===== src/rtl/figo_route_ctrl_if.sv =====
// figo_route_ctrl_if: requester handshakes and room-FSM hop interface of the route controller
// slave  (controller): takes a/b valid+room and cur_room; drives ready, move_en/move_bit, busy and done reporting
// master (host/FSM side): the mirror image
interface figo_route_ctrl_if;
  logic       a_valid;
  logic [2:0] a_room;
  logic       a_ready;
  logic       b_valid;
  logic [2:0] b_room;
  logic       b_ready;
  logic [2:0] cur_room;
  logic       move_en;
  logic       move_bit;
  logic       busy;
  logic       done;
  logic       done_id;
  logic       done_err;
  logic [3:0] hop_count;
  modport slave (
    input  a_valid, a_room, b_valid, b_room, cur_room,
    output a_ready, b_ready, move_en, move_bit, busy, done, done_id, done_err, hop_count
  );
  modport master (
    output a_valid, a_room, b_valid, b_room, cur_room,
    input  a_ready, b_ready, move_en, move_bit, busy, done, done_id, done_err, hop_count
  );
endinterface


===== src/rtl/figo_route_ctrl.sv =====
// figo_route_ctrl: arbitrates two room requests and walks the rover there one checked hop at a time
// ports: clk, reset (async active-low), bus (figo_route_ctrl_if.slave: requester handshakes,
//        cur_room from the room FSM, move_en/move_bit hop control, busy and done/done_id/done_err/hop_count)
module figo_route_ctrl #(
  parameter int MAX_HOPS = 7
) (
  input logic           clk,
  input logic           reset,
  figo_route_ctrl_if.slave bus
);
  typedef enum logic [1:0] {IDLE, STEP, CHECK, DONE} state_t;
  // first hop bit of a shortest path, bit index {cur_room, target}; ties resolve to bit 0
  localparam logic [63:0] DIR = 64'h6900_C069_F7F0_F0FE;
  // room graph, index {room, bit}
  localparam logic [2:0] NXT [16] = '{3'd0, 3'd1, 3'd2, 3'd4, 3'd3, 3'd4, 3'd3, 3'd0,
                                      3'd7, 3'd5, 3'd3, 3'd6, 3'd7, 3'd6, 3'd1, 3'd5};
  state_t     state, state_nxt;
  logic       rr, id, err;
  logic [2:0] target, expected, req_room;
  logic [3:0] hops;
  logic       a_win, b_win, accept, step_bit, mismatch, arrived, limit;
  // rr=0 gives A the tie; the pointer only moves when a tie is resolved
  always_comb begin
    a_win    = bus.a_valid & (~bus.b_valid | ~rr);
    b_win    = bus.b_valid & (~bus.a_valid | rr);
    accept   = (state == IDLE) & (a_win | b_win);
    req_room = b_win ? bus.b_room : bus.a_room;
    step_bit = DIR[{bus.cur_room, target}];
    mismatch = bus.cur_room != expected;
    arrived  = bus.cur_room == target;
    limit    = hops == 4'(MAX_HOPS);
  end
  always_ff @(posedge clk or negedge reset)
    if (!reset) state <= IDLE;
    else state <= state_nxt;
  always_comb begin
    state_nxt = state;
    case (state)
      IDLE:    state_nxt = !accept ? IDLE : (req_room == bus.cur_room) ? DONE : STEP;
      STEP:    state_nxt = CHECK;
      CHECK:   state_nxt = (mismatch | arrived | limit) ? DONE : STEP;
      DONE:    state_nxt = IDLE;
      default: state_nxt = IDLE;
    endcase
  end
  always_comb begin
    bus.a_ready   = (state == IDLE) & a_win;
    bus.b_ready   = (state == IDLE) & b_win;
    bus.move_en   = state == STEP;
    bus.move_bit  = (state == STEP) & step_bit;
    bus.busy      = state != IDLE;
    bus.done      = state == DONE;
    bus.done_id   = id;
    bus.done_err  = err;
    bus.hop_count = hops;
  end
  always_ff @(posedge clk or negedge reset)
    if (!reset) begin
      rr       <= 1'b0;
      id       <= 1'b0;
      err      <= 1'b0;
      target   <= '0;
      expected <= '0;
      hops     <= '0;
    end else begin
      if (accept) begin
        target <= req_room;
        id     <= b_win;
        err    <= 1'b0;
        hops   <= '0;
        if (bus.a_valid & bus.b_valid) rr <= ~rr;
      end
      if (state == STEP) begin
        expected <= NXT[{bus.cur_room, step_bit}];
        hops     <= hops + 4'd1;
      end
      // a wrong room always fails; running out of hops fails only if not already there
      if (state == CHECK) err <= mismatch | (~arrived & limit);
    end
endmodule


===== src/flat_wrapper.sv =====
// flat-port wrapper written by rule: the top's interface ports become plain ports
module figo_route_ctrl_flat 
#(
  parameter int MAX_HOPS = 7
)
  (clk, reset, bus_a_valid, bus_a_room, bus_b_valid, bus_b_room, bus_cur_room, bus_a_ready, bus_b_ready, bus_move_en, bus_move_bit, bus_busy, bus_done, bus_done_id, bus_done_err, bus_hop_count);
  figo_route_ctrl_if bus_i ();
  input logic clk;
  input logic reset;
  input wire logic [$bits(bus_i.a_valid)-1:0] bus_a_valid;
  input wire logic [$bits(bus_i.a_room)-1:0] bus_a_room;
  input wire logic [$bits(bus_i.b_valid)-1:0] bus_b_valid;
  input wire logic [$bits(bus_i.b_room)-1:0] bus_b_room;
  input wire logic [$bits(bus_i.cur_room)-1:0] bus_cur_room;
  output wire logic [$bits(bus_i.a_ready)-1:0] bus_a_ready;
  output wire logic [$bits(bus_i.b_ready)-1:0] bus_b_ready;
  output wire logic [$bits(bus_i.move_en)-1:0] bus_move_en;
  output wire logic [$bits(bus_i.move_bit)-1:0] bus_move_bit;
  output wire logic [$bits(bus_i.busy)-1:0] bus_busy;
  output wire logic [$bits(bus_i.done)-1:0] bus_done;
  output wire logic [$bits(bus_i.done_id)-1:0] bus_done_id;
  output wire logic [$bits(bus_i.done_err)-1:0] bus_done_err;
  output wire logic [$bits(bus_i.hop_count)-1:0] bus_hop_count;
  assign bus_i.a_valid = bus_a_valid;
  assign bus_i.a_room = bus_a_room;
  assign bus_i.b_valid = bus_b_valid;
  assign bus_i.b_room = bus_b_room;
  assign bus_i.cur_room = bus_cur_room;
  assign bus_a_ready = bus_i.a_ready;
  assign bus_b_ready = bus_i.b_ready;
  assign bus_move_en = bus_i.move_en;
  assign bus_move_bit = bus_i.move_bit;
  assign bus_busy = bus_i.busy;
  assign bus_done = bus_i.done;
  assign bus_done_id = bus_i.done_id;
  assign bus_done_err = bus_i.done_err;
  assign bus_hop_count = bus_i.hop_count;
  figo_route_ctrl #(.MAX_HOPS(MAX_HOPS)) u_core (.clk(clk), .reset(reset), .bus(bus_i));
endmodule

===== config.mk =====
export PLATFORM = sky130hd
export DESIGN_NAME = figo_route_ctrl_flat
export DESIGN_NICKNAME = d
export VERILOG_FILES = /design/src/rtl/figo_route_ctrl_if.sv /design/src/rtl/figo_route_ctrl.sv /design/src/flat_wrapper.sv
export SDC_FILE = /design/constraint.sdc
export NUM_CORES = 1
export LEC_CHECK = 0
export CAP_MARGIN = 20
export CORE_ASPECT_RATIO = 0.9
export CORE_MARGIN = 2
export CORE_UTILIZATION = 48
export CTS_CLUSTER_DIAMETER = 120
export DETAILED_ROUTE_END_ITERATION = 8
export PLACE_DENSITY = 0.81
export SKIP_CTS_REPAIR_TIMING = 1
export SLEW_MARGIN = 20
export SYNTH_ARGS = -nofsm -noshare
export SYNTH_HDL_FRONTEND = slang
export SYNTH_SLANG_ARGS = --single-unit

===== constraint.sdc =====
create_clock -name clk -period 1.8 [get_ports clk]
set_input_delay 0.27 -clock clk [delete_from_list [all_inputs] [get_ports clk]]
set_output_delay 0.27 -clock clk [all_outputs]
set_load 0.1 [all_outputs]

# Yosys cells after proc, flatten, opt, wreduce, memory -nomap -nowiden
# Memories as Yosys holds them, arrays and structs flattened. A register that Yosys moved wholly into a read port is not among the register bits.
# Cells that the tools add are included.
[totals]
ff_bits = 12
rom_bits = 112
out_inout_bits = 12
mem_count = 2
[mem_list]
columns = ["name", "depth", "word_bits", "read_ports", "rd_ports_with_merged_regs", "write_ports", "line", "rtl"]
rows = [
  ["(name not given)", 64, 1, 1, 0, 0, "figo_route_ctrl.sv:28", "step_bit = DIR[{bus.cur_room, target}];"],
  ["(name not given)", 16, 3, 1, 1, 0, "figo_route_ctrl.sv:74", "expected <= NXT[{bus.cur_room, step_bit}];"],
]
[op_classes]
add_sub_neg = 1
magnitude_cmp = 1
n_eq_ne = 7
n_mux = 10
bitwise_logic = 19
reduce_logical = 6
[op_table]
columns = ["op", "count"]
rows = [
  ["1-bit bitwise AND", 8],
  ["4-bit 2-to-1 mux", 2],
  ["2-bit one-hot mux with 4 select lines", 1],
  ["6-bit by 7-bit < comparator with 1-bit output (second input constant)", 1],
  ["3-bit equality test", 2],
  ["2-bit 2-to-1 mux", 3],
  ["1-bit bitwise OR", 6],
  ["2-bit nonzero test", 3],
  ["4-bit NOT with 5-bit output", 1],
  ["4-bit by 1-bit adder with 4-bit output (second input constant)", 1],
  ["2-bit equality test (second input constant)", 2],
  ["4-bit by 3-bit equality test with 1-bit output (second input constant)", 1],
  ["1-bit NOT", 4],
  ["1-bit 2-to-1 mux", 3],
  ["3-bit 2-to-1 mux", 1],
  ["3-bit != test", 1],
  ["2-bit by 1-bit equality test with 1-bit output (second input constant)", 1],
  ["2-bit logical NOT", 1],
  ["2-bit AND reduction", 1],
  ["1-bit logical NOT", 1],
]

# Depth between registers and ports, before layout
# Gate-level depths: netlist of the first run.
[logic_depth]
depth_word = 8
depth_mapped = 7
ltp_nobuf = 7

# Least setup slack after synthesis of the first run
# Ideal clock, no wire load.
[synth_timing]
kind = "register to output"
from = "register u_core.rr"
to = "output bus_a_ready"
arrival_time_ns = 2.039
required_ns = 1.530
setup_slack_ns = -0.509
path_stages_with_launch = 3
n_path_buf = 0
cell_sequence = "dfrtp_1 > o21ai_4 > nor2b_1"
[synth_via]
elab_chain_len = 4
[synth_lines]
columns = ["element", "line", "rtl"]
rows = [
  ["start, declared", "figo_route_ctrl.sv:18", "logic rr, id, err;"],
  ["start signal, assigned", "figo_route_ctrl.sv:71", "if (bus.a_valid & bus.b_valid) rr <= ~rr;"],
  ["1-bit NOT", "figo_route_ctrl.sv:24", "a_win = bus.a_valid & (~bus.b_valid | ~rr);"],
  ["1-bit bitwise OR", "figo_route_ctrl.sv:24", ""],
  ["1-bit bitwise AND", "figo_route_ctrl.sv:24", ""],
  ["1-bit bitwise AND", "figo_route_ctrl.sv:47", "bus.a_ready = (state == IDLE) & a_win;"],
  ["end, declared", "flat_wrapper.sv:15", "output wire logic [$bits(bus_i.a_ready)-1:0] bus_a_ready;"],
]
# No other way between the ends.

# Worst setup path after layout of the first run
[layout_timing]
from = "register u_core.target[0]"
to = "output bus_move_bit"
[layout_via]
elab_chain_len = 3
[layout_lines]
columns = ["element", "line", "rtl"]
rows = [
  ["start, declared", "figo_route_ctrl.sv:19", "logic [2:0] target, expected, req_room;"],
  ["start signal, assigned", "figo_route_ctrl.sv:67", "target <= req_room;"],
  ["memory 64 x 1 bit", "n/a", ""],
  ["1-bit 2-to-1 mux (not written as such)", "figo_route_ctrl.sv:28", ""],
  ["1-bit bitwise AND", "figo_route_ctrl.sv:50", "bus.move_bit = (state == STEP) & step_bit;"],
  ["end, declared", "flat_wrapper.sv:18", "output wire logic [$bits(bus_i.move_bit)-1:0] bus_move_bit;"],
]
# No other way between the ends. The select of a mux whose other input is x is not followed.

==> metrics, run 1 <==
outcome complete, but fails checks; failing checks setup timing; Worst Setup Slack, final -0.334 ns; CTS tree built; Clock Skew 0.00479 ns; R2R depth 9; vias in the first global route 965; first-pass GRT wire length 4.29 mm; drt pass-1 iters 4; maximum clock insertion buffer count 2; pin count of the biggest net entering global routing 16; Critical Path Start Type register; Max VDD drop 1.33 mV; # IOs 25; # DRC 0; Static Leak 0.702 nW; Total Die Area 0.00253 mm²; Crit Reg-Reg Endpoint u_core.expected[2]; CORE AREA 0.00197 mm²; Async SR Flop Fraction 100%; slew margin rel. 81.8%; WP data required 1.53 ns; GR Overflow Total 0; WHS 0.293 ns; flops & latches, synth 15; Via Count 983; Mapped Cells 111; Num CTS Buffers 3; WL per Instance 15.1 µm; fin crit period 2.13 ns; EDFF count, synth 0; post-synthesis sequential area ratio 36.5%; routed wire length 2.69 mm; Total GRT Usage 23.9%; unrepaired setup endpoints after global routing yes; Max Fclk 469 MHz; fillers 121; Max-Cap Viols 0; root buf cell clkbuf_4; R2R Setup Slk -0.01 ns; Site Rows 15; critical path endpoint category output port; Area Growth Syn to Fin 53.2%; Synth Warn # 0; crit path DAT 1.86 ns; most frequent cells in the layout buf_4 (22), dfrtp_1 (15), nand2_1 (13), clkdlybuf4s50_1 (12), buf_12 (10); initial antenna violation count 0; routability cong. 0.860; WS Path Type register to output port; Hold Violations, Final 0; Die Ht 47.9 µm; area leader, netlist dfrtp_1; Yosys top cell area share 36.5%; synthesized area 0.00103 mm²; Inserted Diodes 0; drt via density 5.52; layout cells sized above 1 33.3%; PD cells 1960 mW/mm²; Final #Nets 170; Synthesized Nets 127; Iter 0 DRT Violations 19; Critical R2R Launch u_core.target[0]; Max Fanout on Critical Path 2; worst skew pair latency 0.29 ns; Yosys cell types 41; mean post-synth cell area 9.27 µm²; worst min-delay path category input pin to asynchronous set/reset pin; final core utilization 79.9%; dominant cells by area after synthesis dfrtp_1 (36%), xnor2_1 (6.0%), xor2_1 (5.1%); Tcrit/Tclk final 119%; Buffers on Ports 24; worst-margin pin slew 0.271 ns; Worst Setup SP u_core.target[0]; Synth Flop Type dfrtp_1; commonest non-fill, non-tap cell in the layout buf_4; post-route ant nets 0; clock sink total 15; final max-slew violation count 0; starting density of the core 52.2%; Die X 52.8 µm; final setup fails 2; dpl hpwl 2.06 mm; CTS clk-pin slew, worst paths 0.09 ns; htree depth 1
==> where the power goes <==
part	switching (mW)	internal, mW	total [mW]
logic	1.37	0.864	2.23
registers	0.164	0.488	0.652
clock network	0.112	0.0862	0.199
total	1.64	1.44	3.08
==> stage by stage <==
stage | TNS, ns | setup WS (ns) | std cells | area [µm²] | total power [mW]
after floorplan | -0.0233 | -0.0104 | 111 | 1040 | 2.02
after global placement | -0.227 | -0.170 | 170 | 1490 | 2.67
after detailed placement | -0.550 | -0.272 | 170 | 1490 | 2.74
after CTS | -0.386 | -0.374 | 174 | 1510 | 2.94
after global routing | -0.585 | -0.428 | 178 | 1580 | 3.24
final | -0.348 | -0.334 | 178 | 1580 | 3.08
==> kinds of logic after synthesis <==
group	Yosys count	synth area share, %
AO/OA/AOI/OAI	28	20.8
XOR/XNOR	13	11.1
adder cells (fa/ha/maj)	3	3.65
buffers and inverters	11	5.47
flip-flops	15	36.5
multiplexers	3	3.28
AND/OR/NAND/NOR	38	19.2
==> synth_stat cells, types with 2 or more instances <==
library cell,number
a211oi_1,2
a21o_1,3
a31oi_1,2
and2_1,2
buf_2,3
dfrtp_1,15
ha_1,3
inv_1,4
mux2i_1,2
nand2_1,13
nand2b_1,2
nand3_1,4
nor2_1,6
nor2b_1,3
o21ai_0,6
o21ai_1,4
o311ai_2,2
xnor2_1,7
xor2_1,6
==> layer usage <==
layer  track usage [%]  wire [µm]  up-vias
li1                  -          -      471
met1              25.8       1030      470
met2              47.5       1450       36
met3              5.94        172        6
met4              5.64         36        0
met5                 0          0        -
==> critical path: stages (launching register included) <==
cell,delay [ns]
dfrtp_1,0.41
inv_2,0.07
ha_4,0.19
xor2_2,0.15
o311ai_2,0.30
and3_4,0.27
buf_12,0.17
==> area by class of cell <==
cell class	count	area (µm²)	area share (%)
Clock buffer	4	26.3	1.67
Tap cell	25	31.3	1.99
Sequential cell	15	375	23.8
Multi-Input combinational cell	85	634	40.3
Timing Repair Buffer	44	485	30.8
Inverter	5	22.5	1.43
==> sequential cells by signal (all words and copies together) (netlist names) <==
name	cells
u_core.state	2
u_core.bus.hop_count	4
u_core.bus.done_id	1
u_core.rr	1
u_core.expected	3
u_core.target	3
u_core.bus.done_err	1
==> how the worst max path moves through the flow <==
| stage | end | slack [ns] | cells past startpoint |
|---|---|---|---|
| floorplan | u_core.expected[2] | -0.01 | 7 |
| global placement | bus_move_bit | -0.17 | 5 |
| detailed placement | bus_move_bit | -0.27 | 5 |
| CTS | bus_move_bit | -0.37 | 6 |
| global route | bus_move_bit | -0.43 | 6 |
| finish | bus_move_bit | -0.33 | 6 |
Note: power is estimated with default switching activity, not from simulation.
==> run 2, diff against run 1 <==
--- a/config.mk
+++ b/config.mk
@@ -8,12 +8,11 @@
 export CAP_MARGIN = 20
 export CORE_ASPECT_RATIO = 0.9
 export CORE_MARGIN = 2
-export CORE_UTILIZATION = 48
+export CORE_UTILIZATION = 43
 export CTS_CLUSTER_DIAMETER = 120
 export DETAILED_ROUTE_END_ITERATION = 8
-export PLACE_DENSITY = 0.81
+export PLACE_DENSITY = 0.74
 export SKIP_CTS_REPAIR_TIMING = 1
-export SLEW_MARGIN = 20
 export SYNTH_ARGS = -nofsm -noshare
 export SYNTH_HDL_FRONTEND = slang
 export SYNTH_SLANG_ARGS = --single-unit
==> run 2 against run 1 <==
The run still ends with setup timing left. Cell area about the same. Count of clock-buffer cells in the layout unchanged. Wire length shrank 14%. Power grew 0.80%. Global-route usage fell by 5.7 points. Non-clock buffer count down 2. Worst hold slack lost 0.0037 ns. Critical path type unchanged. Largest power group unchanged.
==> metrics, run 2 (same netlist as run 1, synthesis figures left out) <==
outcome complete, but fails checks; failing checks setup timing; clock sink total 15; fillers 169; Tcrit/Tclk final 115%; GR Overflow Total 0; unrepaired setup endpoints after global routing yes; post-route ant nets 0; layout cells sized above 1 32.5%; Critical Path Start Type register; CTS clk-pin slew, worst paths 0.09 ns; Num CTS Buffers 3; WP data required 1.53 ns; Iter 0 DRT Violations 10; initial antenna violation count 0; WP buf/inv 2; CTS tree built; worst skew pair latency 0.28 ns; worst-margin pin slew 0.389 ns; CP Cell Sequence inv_2 -> ha_4 -> xor2_4 -> o311ai_4 -> and3_4 -> buf_12; Flop pwr share 20.8%; vias in the first global route 914; max reg flops 4; drt via density 5.17; starting density of the core 46.3%; Max Fclk 481 MHz; PD cells 1970 mW/mm²; most frequent cells in the layout buf_4 (20), dfrtp_1 (15), nand2_1 (13), clkdlybuf4s50_1 (12), buf_12 (10); WL per Instance 13.0 µm; R2R depth 8; Slowest-stage cell, CP dfrtp_1; final instance area 0.00157 mm²; CORE AREA 0.00222 mm²; Crit. path cell count 6; Static Leak 0.690 nW; commonest non-fill, non-tap cell in the layout buf_4; R2R Setup Slk 0.13 ns; crit path DAT 1.81 ns; # IOs 25; Final #Nets 168; Sw Share 52.4%; Clock Power Share 6.2%; final setup fails 1; maximum clock insertion buffer count 2; Hold Violations, Final 0; Die X 55.6 µm; internal power 1.48 mW; P_sw 1.63 mW; htree depth 1; Total Die Area 0.00280 mm²; worst min-delay path category input pin to asynchronous set/reset pin; Total GRT Usage 18.2%; routed wire length 2.32 mm; # DRC 0; Site Rows 16; Inserted Diodes 0; crit-path leading delay family flip-flops; root buf cell clkbuf_4; WS Path Type register to output port; Tot Pwr 3.10 mW; critical path endpoint category output port; Max Fanout on Critical Path 2; slew margin rel. 74.0%; fin crit period 2.08 ns; drt pass-1 iters 4; pin count of the biggest net entering global routing 16; Max VDD drop 1.36 mV; first-pass GRT wire length 3.99 mm; Buffers on Ports 24; routability cong. 0.902; Die Ht 50.4 µm; Worst path max stage delay 0.40 ns; Max-Cap Viols 0; Area Growth Syn to Fin 53.0%; dpl hpwl 1.89 mm; combinational share of power 73.0%; Worst Setup Slack, final -0.278 ns; Clock Skew 0.00487 ns; final max-slew violation count 0; Area after DPL 0.00150 mm²; Via Count 921
==> run 2: changes by cell type in the layout (fill, tap and decap cells not counted) <==
cell / previous run / this run
buf_4: 22 / 20
nor2_2: 1 / 2
nor2_4: 1 / 0
nor2b_2: 0 / 1
nor2b_4: 1 / 0
o311ai_2: 2 / 1
o311ai_4: 0 / 1
xor2_2: 1 / 0
xor2_4: 0 / 1
==> run 2: power by group through the flow <==
stage / registers (mW) / logic [mW] / clock network, mW
3_3_place_gp: 0.626 / 2.06 / 0
3_5_place_dp: 0.635 / 2.10 / 0
4_1_cts: 0.629 / 2.10 / 0.202
5_1_grt: 0.671 / 2.39 / 0.220
6_report: 0.646 / 2.27 / 0.193
2_1_floorplan: 0.947 / 1.07 / 0
==> run 2: worst register-to-register path: stages (launching register included) <==
cell and delay, ns:
dfrtp_1 0.40, inv_2 0.07, ha_4 0.21, xor2_4 0.16, o311ai_4 0.27, and3_4 0.24
buf_4 0.11, o21ai_2 0.05, o311ai_2 0.07
==> run 2: layout make-up <==
type | instances | area, µm² | area share, %
sequential | 15 | 375 | 23.8
inverter | 5 | 22.5 | 1.43
tap | 27 | 33.8 | 2.15
clock buffer | 4 | 26.3 | 1.67
multi-input combinational | 85 | 646 | 41.0
timing repair buffer | 42 | 470 | 29.9
==> run 2: path summary, 6_finish.rpt <==
check | start | to
worst min-delay path | reset | u_core.target[0]
worst max register to register | u_core.target[1] | u_core.expected[2]
max in group asynchronous | reset | u_core.bus.hop_count[0]
worst min register to register | u_core.bus.done_id | u_core.bus.done_id
min in group clk | u_core.bus.done_id | u_core.bus.done_id
worst max-delay path | u_core.target[1] | bus_move_bit
==> run 2: stage by stage <==
| stage | std cells | setup WS, ns | TNS (ns) | utilization [%] | hold slack [ns] |
|---|---|---|---|---|---|
| finish | 178 | -0.278 | -0.278 | 70.8 | 0.289 |
| global route | 178 | -0.352 | -0.352 | 70.8 | 0.293 |
| CTS | 177 | -0.346 | -0.346 | 68.5 | 0.290 |
| detailed placement | 173 | -0.220 | -0.348 | 67.3 | 0.484 |
| global placement | 173 | -0.176 | -0.235 | 67.3 | 0.468 |
| floorplan | 111 | -0.0104 | -0.0233 | - | -0.0256 |
==> run 2: routing by layer <==
metal	up-vias	global-route usage, %	share of wire, %
met1	424	22.0	45
met4	0	5.69	0.34
met2	30	31.5	49
met5	-	0	0
met3	3	5.15	5.9
li1	464	-	-
